<file path="config.mk">
export PLATFORM = sky130hd
export DESIGN_NAME = dmem_arbiter_flat
export DESIGN_NICKNAME = d
export VERILOG_FILES = /design/src/rtl/dmem_arbiter_if.sv /design/src/rtl/dmem_arbiter.sv /design/src/flat_wrapper.sv
export SDC_FILE = /design/constraint.sdc
export NUM_CORES = 1
export LEC_CHECK = 0
export CAP_MARGIN = 30
export CORE_MARGIN = 1.5
export CORE_UTILIZATION = 42
export DETAILED_ROUTE_END_ITERATION = 12
export GPL_TIMING_DRIVEN = 0
export PLACE_DENSITY = 0.88
export SLEW_MARGIN = 40
export SYNTH_ARGS = -nofsm -noshare
export SYNTH_HDL_FRONTEND = slang
export SYNTH_SLANG_ARGS = --single-unit
export TNS_END_PERCENT = 20
</file>
<file path="constraint.sdc">
create_clock -name i_clk -period 13 [get_ports i_clk]
set_input_delay 2.6 -clock i_clk [delete_from_list [all_inputs] [get_ports i_clk]]
set_output_delay 2.6 -clock i_clk [all_outputs]
set_load 0.01 [all_outputs]
</file>
<file path="src/rtl/dmem_arbiter_if.sv">
// dmem_arbiter_if
//   Bundles both requester ports and the DataMemory side of dmem_arbiter.
//   slave  : arbiter view (requests and i_mem_rd in, grants/responses/memory drive out)
//   master : system view (requesters and memory model drive the request side)
//   Requester N (0 = core LSU, 1 = debug/DMA):
//     i_pN_req/we/addr/wd/mask_type/ext_type in, o_pN_gnt/rvalid/rdata/err out
//   Memory: o_mem_we/addr/wd/mask_type/ext_type out, i_mem_rd in
//   Optional: i_p0_lock/i_p1_lock exist only when DMEM_ARB_LOCK_EN is defined.
interface dmem_arbiter_if #(
    parameter int ADDR_WIDTH = 32,
    parameter int DATA_WIDTH = 32
);
    logic                  i_p0_req;
    logic                  i_p0_we;
    logic [ADDR_WIDTH-1:0] i_p0_addr;
    logic [DATA_WIDTH-1:0] i_p0_wd;
    logic [1:0]            i_p0_mask_type;
    logic                  i_p0_ext_type;
    logic                  o_p0_gnt;
    logic                  o_p0_rvalid;
    logic [DATA_WIDTH-1:0] o_p0_rdata;
    logic                  o_p0_err;

    logic                  i_p1_req;
    logic                  i_p1_we;
    logic [ADDR_WIDTH-1:0] i_p1_addr;
    logic [DATA_WIDTH-1:0] i_p1_wd;
    logic [1:0]            i_p1_mask_type;
    logic                  i_p1_ext_type;
    logic                  o_p1_gnt;
    logic                  o_p1_rvalid;
    logic [DATA_WIDTH-1:0] o_p1_rdata;
    logic                  o_p1_err;

    logic                  o_mem_we;
    logic [ADDR_WIDTH-1:0] o_mem_addr;
    logic [DATA_WIDTH-1:0] o_mem_wd;
    logic [1:0]            o_mem_mask_type;
    logic                  o_mem_ext_type;
    logic [DATA_WIDTH-1:0] i_mem_rd;

`ifdef DMEM_ARB_LOCK_EN
    logic                  i_p0_lock;
    logic                  i_p1_lock;
`endif

    modport slave (
`ifdef DMEM_ARB_LOCK_EN
        input  i_p0_lock, i_p1_lock,
`endif
        input  i_p0_req, i_p0_we, i_p0_addr, i_p0_wd, i_p0_mask_type, i_p0_ext_type,
        input  i_p1_req, i_p1_we, i_p1_addr, i_p1_wd, i_p1_mask_type, i_p1_ext_type,
        input  i_mem_rd,
        output o_p0_gnt, o_p0_rvalid, o_p0_rdata, o_p0_err,
        output o_p1_gnt, o_p1_rvalid, o_p1_rdata, o_p1_err,
        output o_mem_we, o_mem_addr, o_mem_wd, o_mem_mask_type, o_mem_ext_type
    );

    modport master (
`ifdef DMEM_ARB_LOCK_EN
        output i_p0_lock, i_p1_lock,
`endif
        output i_p0_req, i_p0_we, i_p0_addr, i_p0_wd, i_p0_mask_type, i_p0_ext_type,
        output i_p1_req, i_p1_we, i_p1_addr, i_p1_wd, i_p1_mask_type, i_p1_ext_type,
        output i_mem_rd,
        input  o_p0_gnt, o_p0_rvalid, o_p0_rdata, o_p0_err,
        input  o_p1_gnt, o_p1_rvalid, o_p1_rdata, o_p1_err,
        input  o_mem_we, o_mem_addr, o_mem_wd, o_mem_mask_type, o_mem_ext_type
    );
endinterface

</file>
<file path="src/rtl/dmem_arbiter.sv">
// dmem_arbiter
//   Two-requester arbiter/sequencer in front of the single-port DataMemory.
//   Port 0 = core load/store unit, port 1 = debug/DMA master.
//   Pipeline: accept (combinational grant, fields latched) -> ACCESS (memory
//   driven from latches, read data captured) -> RESP (one-cycle rvalid pulse).
//   Misaligned halfword/word and reserved-size accesses occupy a slot but never
//   write memory; they answer with err=1, rdata=0.
// Ports:
//   i_clk  : clock, rising edge
//   i_rst  : asynchronous active-high reset
//   bus    : dmem_arbiter_if.slave (both requester ports + DataMemory side)
// Optional feature macro: DMEM_ARB_LOCK_EN (adds lock inputs and ARB/LOCK0/LOCK1
//   FSM for atomic read-modify-write sequences).
module dmem_arbiter #(
    parameter int ADDR_WIDTH = 32,
    parameter int DATA_WIDTH = 32,
    parameter int MAX_CONSEC = 4
) (
    input  logic          i_clk,
    input  logic          i_rst,
    dmem_arbiter_if.slave bus
);
    localparam logic [3:0] CNT_MAX = 4'(MAX_CONSEC);

    logic [3:0]            consec_cnt;
    logic                  gnt0;
    logic                  gnt1;
    logic                  hold0;
    logic                  hold1;

    logic                  sel_we;
    logic [ADDR_WIDTH-1:0] sel_addr;
    logic [DATA_WIDTH-1:0] sel_wd;
    logic [1:0]            sel_mask;
    logic                  sel_ext;
    logic                  sel_err;

    logic                  acc_valid;
    logic                  acc_port;
    logic                  acc_err;
    logic                  acc_load;

`ifdef DMEM_ARB_LOCK_EN
    typedef enum logic [1:0] {ARB, LOCK0, LOCK1} arb_state_t;
    arb_state_t state;

    always_ff @(posedge i_clk or posedge i_rst) begin
        if (i_rst) begin
            state <= ARB;
        end else if (gnt0) begin
            state <= bus.i_p0_lock ? LOCK0 : ARB;
        end else if (gnt1) begin
            state <= bus.i_p1_lock ? LOCK1 : ARB;
        end
    end

    assign hold0 = (state == LOCK0);
    assign hold1 = (state == LOCK1);
`else
    assign hold0 = 1'b0;
    assign hold1 = 1'b0;
`endif

    // Port 0 has priority until it has won MAX_CONSEC times in a row while
    // port 1 waited; a held lock restricts grants to the lock owner.
    always_comb begin
        gnt0 = 1'b0;
        gnt1 = 1'b0;
        if (!i_rst) begin
            if (hold0) begin
                gnt0 = bus.i_p0_req;
            end else if (hold1) begin
                gnt1 = bus.i_p1_req;
            end else if (bus.i_p0_req && bus.i_p1_req) begin
                gnt1 = (consec_cnt == CNT_MAX);
                gnt0 = !gnt1;
            end else begin
                gnt0 = bus.i_p0_req;
                gnt1 = bus.i_p1_req;
            end
        end
    end

    assign bus.o_p0_gnt = gnt0;
    assign bus.o_p1_gnt = gnt1;

    always_comb begin
        if (gnt1) begin
            sel_we   = bus.i_p1_we;
            sel_addr = bus.i_p1_addr;
            sel_wd   = bus.i_p1_wd;
            sel_mask = bus.i_p1_mask_type;
            sel_ext  = bus.i_p1_ext_type;
        end else begin
            sel_we   = bus.i_p0_we;
            sel_addr = bus.i_p0_addr;
            sel_wd   = bus.i_p0_wd;
            sel_mask = bus.i_p0_mask_type;
            sel_ext  = bus.i_p0_ext_type;
        end
        sel_err = 1'b0;
        case (sel_mask)
            2'b00:   sel_err = 1'b0;
            2'b01:   sel_err = sel_addr[0];
            2'b10:   sel_err = |sel_addr[1:0];
            default: sel_err = 1'b1;
        endcase
    end

    always_ff @(posedge i_clk or posedge i_rst) begin
        if (i_rst) begin
            consec_cnt          <= '0;
            acc_valid           <= 1'b0;
            acc_port            <= 1'b0;
            acc_err             <= 1'b0;
            acc_load            <= 1'b0;
            bus.o_mem_we        <= 1'b0;
            bus.o_mem_addr      <= '0;
            bus.o_mem_wd        <= '0;
            bus.o_mem_mask_type <= '0;
            bus.o_mem_ext_type  <= 1'b0;
            bus.o_p0_rvalid     <= 1'b0;
            bus.o_p0_err        <= 1'b0;
            bus.o_p0_rdata      <= '0;
            bus.o_p1_rvalid     <= 1'b0;
            bus.o_p1_err        <= 1'b0;
            bus.o_p1_rdata      <= '0;
        end else begin
            // Fairness counter is frozen while a lock is held.
            if (!(hold0 || hold1)) begin
                if (gnt1 || !bus.i_p1_req) begin
                    consec_cnt <= '0;
                end else if (gnt0 && consec_cnt != CNT_MAX) begin
                    consec_cnt <= consec_cnt + 4'd1;
                end
            end

            // Accept -> ACCESS. Address/data hold their last value when idle.
            acc_valid <= gnt0 || gnt1;
            if (gnt0 || gnt1) begin
                acc_port            <= gnt1;
                acc_err             <= sel_err;
                acc_load            <= !sel_we;
                bus.o_mem_we        <= sel_we && !sel_err;
                bus.o_mem_addr      <= sel_addr;
                bus.o_mem_wd        <= sel_wd;
                bus.o_mem_mask_type <= sel_mask;
                bus.o_mem_ext_type  <= sel_ext;
            end else begin
                bus.o_mem_we        <= 1'b0;
            end

            // ACCESS -> RESP. Only the owning port sees the pulse; the other
            // port's response fields stay zero.
            bus.o_p0_rvalid <= acc_valid && !acc_port;
            bus.o_p1_rvalid <= acc_valid && acc_port;
            bus.o_p0_err    <= acc_valid && !acc_port && acc_err;
            bus.o_p1_err    <= acc_valid && acc_port && acc_err;
            bus.o_p0_rdata  <= (acc_valid && !acc_port && acc_load && !acc_err) ? bus.i_mem_rd : '0;
            bus.o_p1_rdata  <= (acc_valid && acc_port && acc_load && !acc_err) ? bus.i_mem_rd : '0;
        end
    end
endmodule
</file>
<file path="src/flat_wrapper.sv">
// flat-port wrapper written by rule: the top's interface ports become plain ports
module dmem_arbiter_flat 
#(
    parameter int ADDR_WIDTH = 32,
    parameter int DATA_WIDTH = 32,
    parameter int MAX_CONSEC = 4
)
  (i_clk, i_rst, bus_i_p0_req, bus_i_p0_we, bus_i_p0_addr, bus_i_p0_wd, bus_i_p0_mask_type, bus_i_p0_ext_type, bus_i_p1_req, bus_i_p1_we, bus_i_p1_addr, bus_i_p1_wd, bus_i_p1_mask_type, bus_i_p1_ext_type, bus_i_mem_rd, bus_o_p0_gnt, bus_o_p0_rvalid, bus_o_p0_rdata, bus_o_p0_err, bus_o_p1_gnt, bus_o_p1_rvalid, bus_o_p1_rdata, bus_o_p1_err, bus_o_mem_we, bus_o_mem_addr, bus_o_mem_wd, bus_o_mem_mask_type, bus_o_mem_ext_type);
  dmem_arbiter_if #(.ADDR_WIDTH(ADDR_WIDTH), .DATA_WIDTH(DATA_WIDTH)) bus_i ();
  input  logic i_clk;
  input  logic i_rst;
  input wire logic [$bits(bus_i.i_p0_req)-1:0] bus_i_p0_req;
  input wire logic [$bits(bus_i.i_p0_we)-1:0] bus_i_p0_we;
  input wire logic [$bits(bus_i.i_p0_addr)-1:0] bus_i_p0_addr;
  input wire logic [$bits(bus_i.i_p0_wd)-1:0] bus_i_p0_wd;
  input wire logic [$bits(bus_i.i_p0_mask_type)-1:0] bus_i_p0_mask_type;
  input wire logic [$bits(bus_i.i_p0_ext_type)-1:0] bus_i_p0_ext_type;
  input wire logic [$bits(bus_i.i_p1_req)-1:0] bus_i_p1_req;
  input wire logic [$bits(bus_i.i_p1_we)-1:0] bus_i_p1_we;
  input wire logic [$bits(bus_i.i_p1_addr)-1:0] bus_i_p1_addr;
  input wire logic [$bits(bus_i.i_p1_wd)-1:0] bus_i_p1_wd;
  input wire logic [$bits(bus_i.i_p1_mask_type)-1:0] bus_i_p1_mask_type;
  input wire logic [$bits(bus_i.i_p1_ext_type)-1:0] bus_i_p1_ext_type;
  input wire logic [$bits(bus_i.i_mem_rd)-1:0] bus_i_mem_rd;
  output wire logic [$bits(bus_i.o_p0_gnt)-1:0] bus_o_p0_gnt;
  output wire logic [$bits(bus_i.o_p0_rvalid)-1:0] bus_o_p0_rvalid;
  output wire logic [$bits(bus_i.o_p0_rdata)-1:0] bus_o_p0_rdata;
  output wire logic [$bits(bus_i.o_p0_err)-1:0] bus_o_p0_err;
  output wire logic [$bits(bus_i.o_p1_gnt)-1:0] bus_o_p1_gnt;
  output wire logic [$bits(bus_i.o_p1_rvalid)-1:0] bus_o_p1_rvalid;
  output wire logic [$bits(bus_i.o_p1_rdata)-1:0] bus_o_p1_rdata;
  output wire logic [$bits(bus_i.o_p1_err)-1:0] bus_o_p1_err;
  output wire logic [$bits(bus_i.o_mem_we)-1:0] bus_o_mem_we;
  output wire logic [$bits(bus_i.o_mem_addr)-1:0] bus_o_mem_addr;
  output wire logic [$bits(bus_i.o_mem_wd)-1:0] bus_o_mem_wd;
  output wire logic [$bits(bus_i.o_mem_mask_type)-1:0] bus_o_mem_mask_type;
  output wire logic [$bits(bus_i.o_mem_ext_type)-1:0] bus_o_mem_ext_type;
  assign bus_i.i_p0_req = bus_i_p0_req;
  assign bus_i.i_p0_we = bus_i_p0_we;
  assign bus_i.i_p0_addr = bus_i_p0_addr;
  assign bus_i.i_p0_wd = bus_i_p0_wd;
  assign bus_i.i_p0_mask_type = bus_i_p0_mask_type;
  assign bus_i.i_p0_ext_type = bus_i_p0_ext_type;
  assign bus_i.i_p1_req = bus_i_p1_req;
  assign bus_i.i_p1_we = bus_i_p1_we;
  assign bus_i.i_p1_addr = bus_i_p1_addr;
  assign bus_i.i_p1_wd = bus_i_p1_wd;
  assign bus_i.i_p1_mask_type = bus_i_p1_mask_type;
  assign bus_i.i_p1_ext_type = bus_i_p1_ext_type;
  assign bus_i.i_mem_rd = bus_i_mem_rd;
  assign bus_o_p0_gnt = bus_i.o_p0_gnt;
  assign bus_o_p0_rvalid = bus_i.o_p0_rvalid;
  assign bus_o_p0_rdata = bus_i.o_p0_rdata;
  assign bus_o_p0_err = bus_i.o_p0_err;
  assign bus_o_p1_gnt = bus_i.o_p1_gnt;
  assign bus_o_p1_rvalid = bus_i.o_p1_rvalid;
  assign bus_o_p1_rdata = bus_i.o_p1_rdata;
  assign bus_o_p1_err = bus_i.o_p1_err;
  assign bus_o_mem_we = bus_i.o_mem_we;
  assign bus_o_mem_addr = bus_i.o_mem_addr;
  assign bus_o_mem_wd = bus_i.o_mem_wd;
  assign bus_o_mem_mask_type = bus_i.o_mem_mask_type;
  assign bus_o_mem_ext_type = bus_i.o_mem_ext_type;
  dmem_arbiter #(.ADDR_WIDTH(ADDR_WIDTH), .DATA_WIDTH(DATA_WIDTH), .MAX_CONSEC(MAX_CONSEC)) u_core (.i_clk(i_clk), .i_rst(i_rst), .bus(bus_i));
endmodule
</file>
==> out/qor.csv <==
stage,metric,value,unit
run_status,status,"complete, no violations",
sta,tightestPinTransition,0.534,ns
worst_setup_path,cpMostUsedCell,clkdlybuf4s50_1,
sta,rsz0062_at_grt,false,
synth,yosys_warnings,0,
route,postRouteAntennaNets,0,
worst_setup_path,path_buf_inv,4,
synth,yosys.area.top_type,dfrtp_1,
synth,syn_nets,663,
floorplan,rows,42,
synth,synth-seq-cells,144,
min_path,hp-start,u_core.bus.o_mem_wd[23],
sta,slew_viol_final,0,
route,dr.pass1.iters,4,
synth,synthDominantCellAreaShare,0.634,
synth,synthTopCellsByArea,"dfrtp_1, mux2i_1, and2_1",
worst_setup_path,cpPeakStageDelay,0.60,ns
sta,finalSetupViolations,0,
final_layout,area_growth,69.0,%
sta,final.setup.worst_slack,5.91,ns
min_path,hold_path.class,register to register,
floorplan,die-area,14200,µm²
global_route,grt_max_degree,59,
worst_setup_path,cp_slowest_cell,clkdlybuf4s50_1,
synth,synth_edf_count,0,
floorplan,fp.dieH,119,µm
route,viasPerCell,4.88,
global_route,antenna_found_initial,0,
placed_design,globalplace.congestion,0.848,
sta,tns,0,ns
worst_setup_path,end_kind,output port,
worst_setup_path,crit_family,buffers and inverters,
synth,syn-cell-area,5690,µm²
floorplan,die_w,119,µm
power_and_ir_drop,p_switching,292,µW
route,wl_per_cell,17.0,µm
worst_setup_path,r2r-start,u_core.consec_cnt[0],
power_and_ir_drop,leakage,4.57,nW
sta,fmax,141,MHz
power_and_ir_drop,internal_power,870,µW
final_layout,diodes,0,
power_and_ir_drop,power_density,121,nW/µm²
worst_setup_path,path_depth,5,
global_route,overflow,0,
min_path,holdPathEnd,u_core.bus.o_mem_wd[23],
synth,synth.distinct_cells,28,
min_path,hold_path_depth,2,
worst_setup_path,cp_max_fo,8,
synth,avgSynthCellArea,11.6,µm²
route,wirelength,17.1,mm
power_and_ir_drop,p_seq_frac,0.431,
clocking,cts_max_path_buffers,2,
power_and_ir_drop,swShare,0.251,
worst_setup_path,cp_data_arrival_time,4.49,ns
worst_setup_path,r2r_cells,8,
final_layout,fin_nets,993,
synth,netlist_instances,489,
worst_setup_path,r2r_slack,10.90,ns
sta,skew,0.00974,ns
synth,ys.flop_type,dfrtp_1,
sta,slew_headroom,0.641,
clocking,hold_buffers,0,
global_route,grt_pass1_wl,27.0,mm
worst_setup_path,required,10.40,ns
final_layout,final_layout_size_suffix_gt1_frac,0.0517,
placed_design,port_buffers,309,
clocking,cts_tree,built,
synth,async_flop_share,1.00,
sta,whs,0.480,ns
clocking,postCtsSetupBuffers,0,
global_route,grt_pass1_vias,5271,
clocking,h-tree-depth,4,
route,drcViolationCount,0,
worst_setup_path,critPathLaunchType,input port,
floorplan,start_util,0.429,
sta,final.period_utilization,0.546,
sta,period_minus_slack,7.09,ns
placed_design,dpl_worst_slack,5.90,ns
sta,hold_viol_final,0,
worst_setup_path,worstReg2RegEnd,u_core.bus.o_mem_we,
global_route,grt_usage,0.247,
power_and_ir_drop,power_frac_clock,0.385,
synth,post-synth-top-count-cell,dfrtp_1,
power_and_ir_drop,combPwrFrac,0.184,
worst_setup_path,crit_type,input port to output port,
clocking,cts_resized,0,
synth,synth_top_cells_by_count,"dfrtp_1, nand2_1, mux2i_1, o21ai_0, and2_1",
floorplan,num_io_pins,310,
placed_design,post-dp-hpwl,13.2,mm
clocking,numCtsBuffers,17,
synth,ys_seq_area_frac,0.634,
power_and_ir_drop,ir_drop,0.0000866,V
clocking,cts_root_buffer,clkbuf_16,
route,vias,4910,
clocking,clock-sinks,144,
clocking,clk_pin_slew,0.06,ns
floorplan,core_area,13200,µm²
worst_setup_path,cp_cell_sequence,"clkdlybuf4s50_1, a211o_1, buf_2, inv_1, clkdlybuf4s50_1",
run,maxCapViolCount,0,
clocking,insertion_delay,0.41,ns
route,drt_iter0_drc,239,
## through the flow
stage,std cells,cell area [µm²],power [mW],util
6_report,1007,9610,1.16,0.725
5_1_grt,1007,9610,1.21,0.725
4_1_cts,1007,9610,1.17,0.725
3_5_place_dp,976,9060,0.723,0.684
3_3_place_gp,974,9000,0.714,0.680
2_1_floorplan,489,5690,0.576,-
## worst register-to-register path, cell delays in order (launching register included)
cell,delay [ns]
dfrtp_1,0.41
inv_1,0.11
ha_1,0.17
nand3b_1,0.15
a211o_1,0.31
buf_2,0.19
buf_6,0.19
or3_1,0.35
a21oi_1,0.15
## cells in the final DEF (no fill, tap or decap), types with 2 or more instances in the layout
cell / instances
nor2_1: 4
a21oi_1: 5
clkinv_4: 3
and2_1: 66
and3b_1: 3
buf_2: 9
nand3_1: 4
clkinv_2: 4
mux2i_1: 67
buf_16: 2
ha_1: 2
inv_1: 6
inv_6: 2
clkdlybuf4s50_1: 309
dfrtp_1: 144
clkinvlp_4: 3
clkbuf_1: 20
nor2b_1: 2
clkbuf_16: 17
nor3_1: 4
o21ai_0: 67
nand2_1: 73
## power groups by stage
stage	clock network (mW)	logic [mW]	registers [mW]
global route	0.476	0.230	0.504
finish	0.447	0.214	0.501
floorplan	0	0.0531	0.522
global placement	0	0.207	0.506
CTS	0.454	0.216	0.501
detailed placement	0	0.215	0.508
## logic make-up (layout without fill, tap and decap cells)
family / after synthesis / in the layout / share of synthesized area
buffers and inverters: 36 / 378 / 0.0271
adders and majority gates: 2 / 2 / 0.00440
and+or+nand+nor: 161 / 161 / 0.143
AOI/OAI and AO/OA: 77 / 77 / 0.0704
DFF: 144 / 144 / 0.634
muxes: 67 / 67 / 0.118
xor gates and xnor gates: 2 / 2 / 0.00308
## metal layers
metal / vias to the layer above / GRT usage / part of all wire
li1: 2287 / - / -
met1: 2357 / 0.278 / 0.38
met2: 232 / 0.447 / 0.53
met3: 34 / 0.0685 / 0.069
met4: 0 / 0.0923 / 0.027
met5: - / 0 / 0
## flip-flops by register name (all words and copies together) (netlist names), 2 cells and up
name,flops
u_core.bus.o_mem_mask_type,2
u_core.bus.o_p0_rdata,32
u_core.bus.o_mem_wd,32
u_core.bus.o_p1_rdata,32
u_core.bus.o_mem_addr,32
u_core.consec_cnt,4
## layout make-up
type | count | area [µm²]
sequential | 144 | 3600
fill | 929 | 3640
buffer | 29 | 128
inverter | 7 | 33.8
multi-input combinational | 309 | 1930
clock buffer | 18 | 429
clock inverter | 13 | 116
tap | 176 | 220
timing repair buffer | 311 | 3150
## how the worst max path moves through the flow
| stage | slack, ns | start | endpoint |
|---|---|---|---|
| final | 5.91 | i_rst | bus_o_p1_gnt |
| after global routing | 5.81 | i_rst | bus_o_p1_gnt |
| after CTS | 5.90 | i_rst | bus_o_p1_gnt |
| after detailed placement | 5.90 | i_rst | bus_o_p1_gnt |
| after global placement | 3.32 | i_rst | u_core.bus.o_mem_wd[7] |
| after floorplan | 5.80 | i_rst | u_core.acc_err |
No activity file was read; power rests on OpenSTA's default activity.
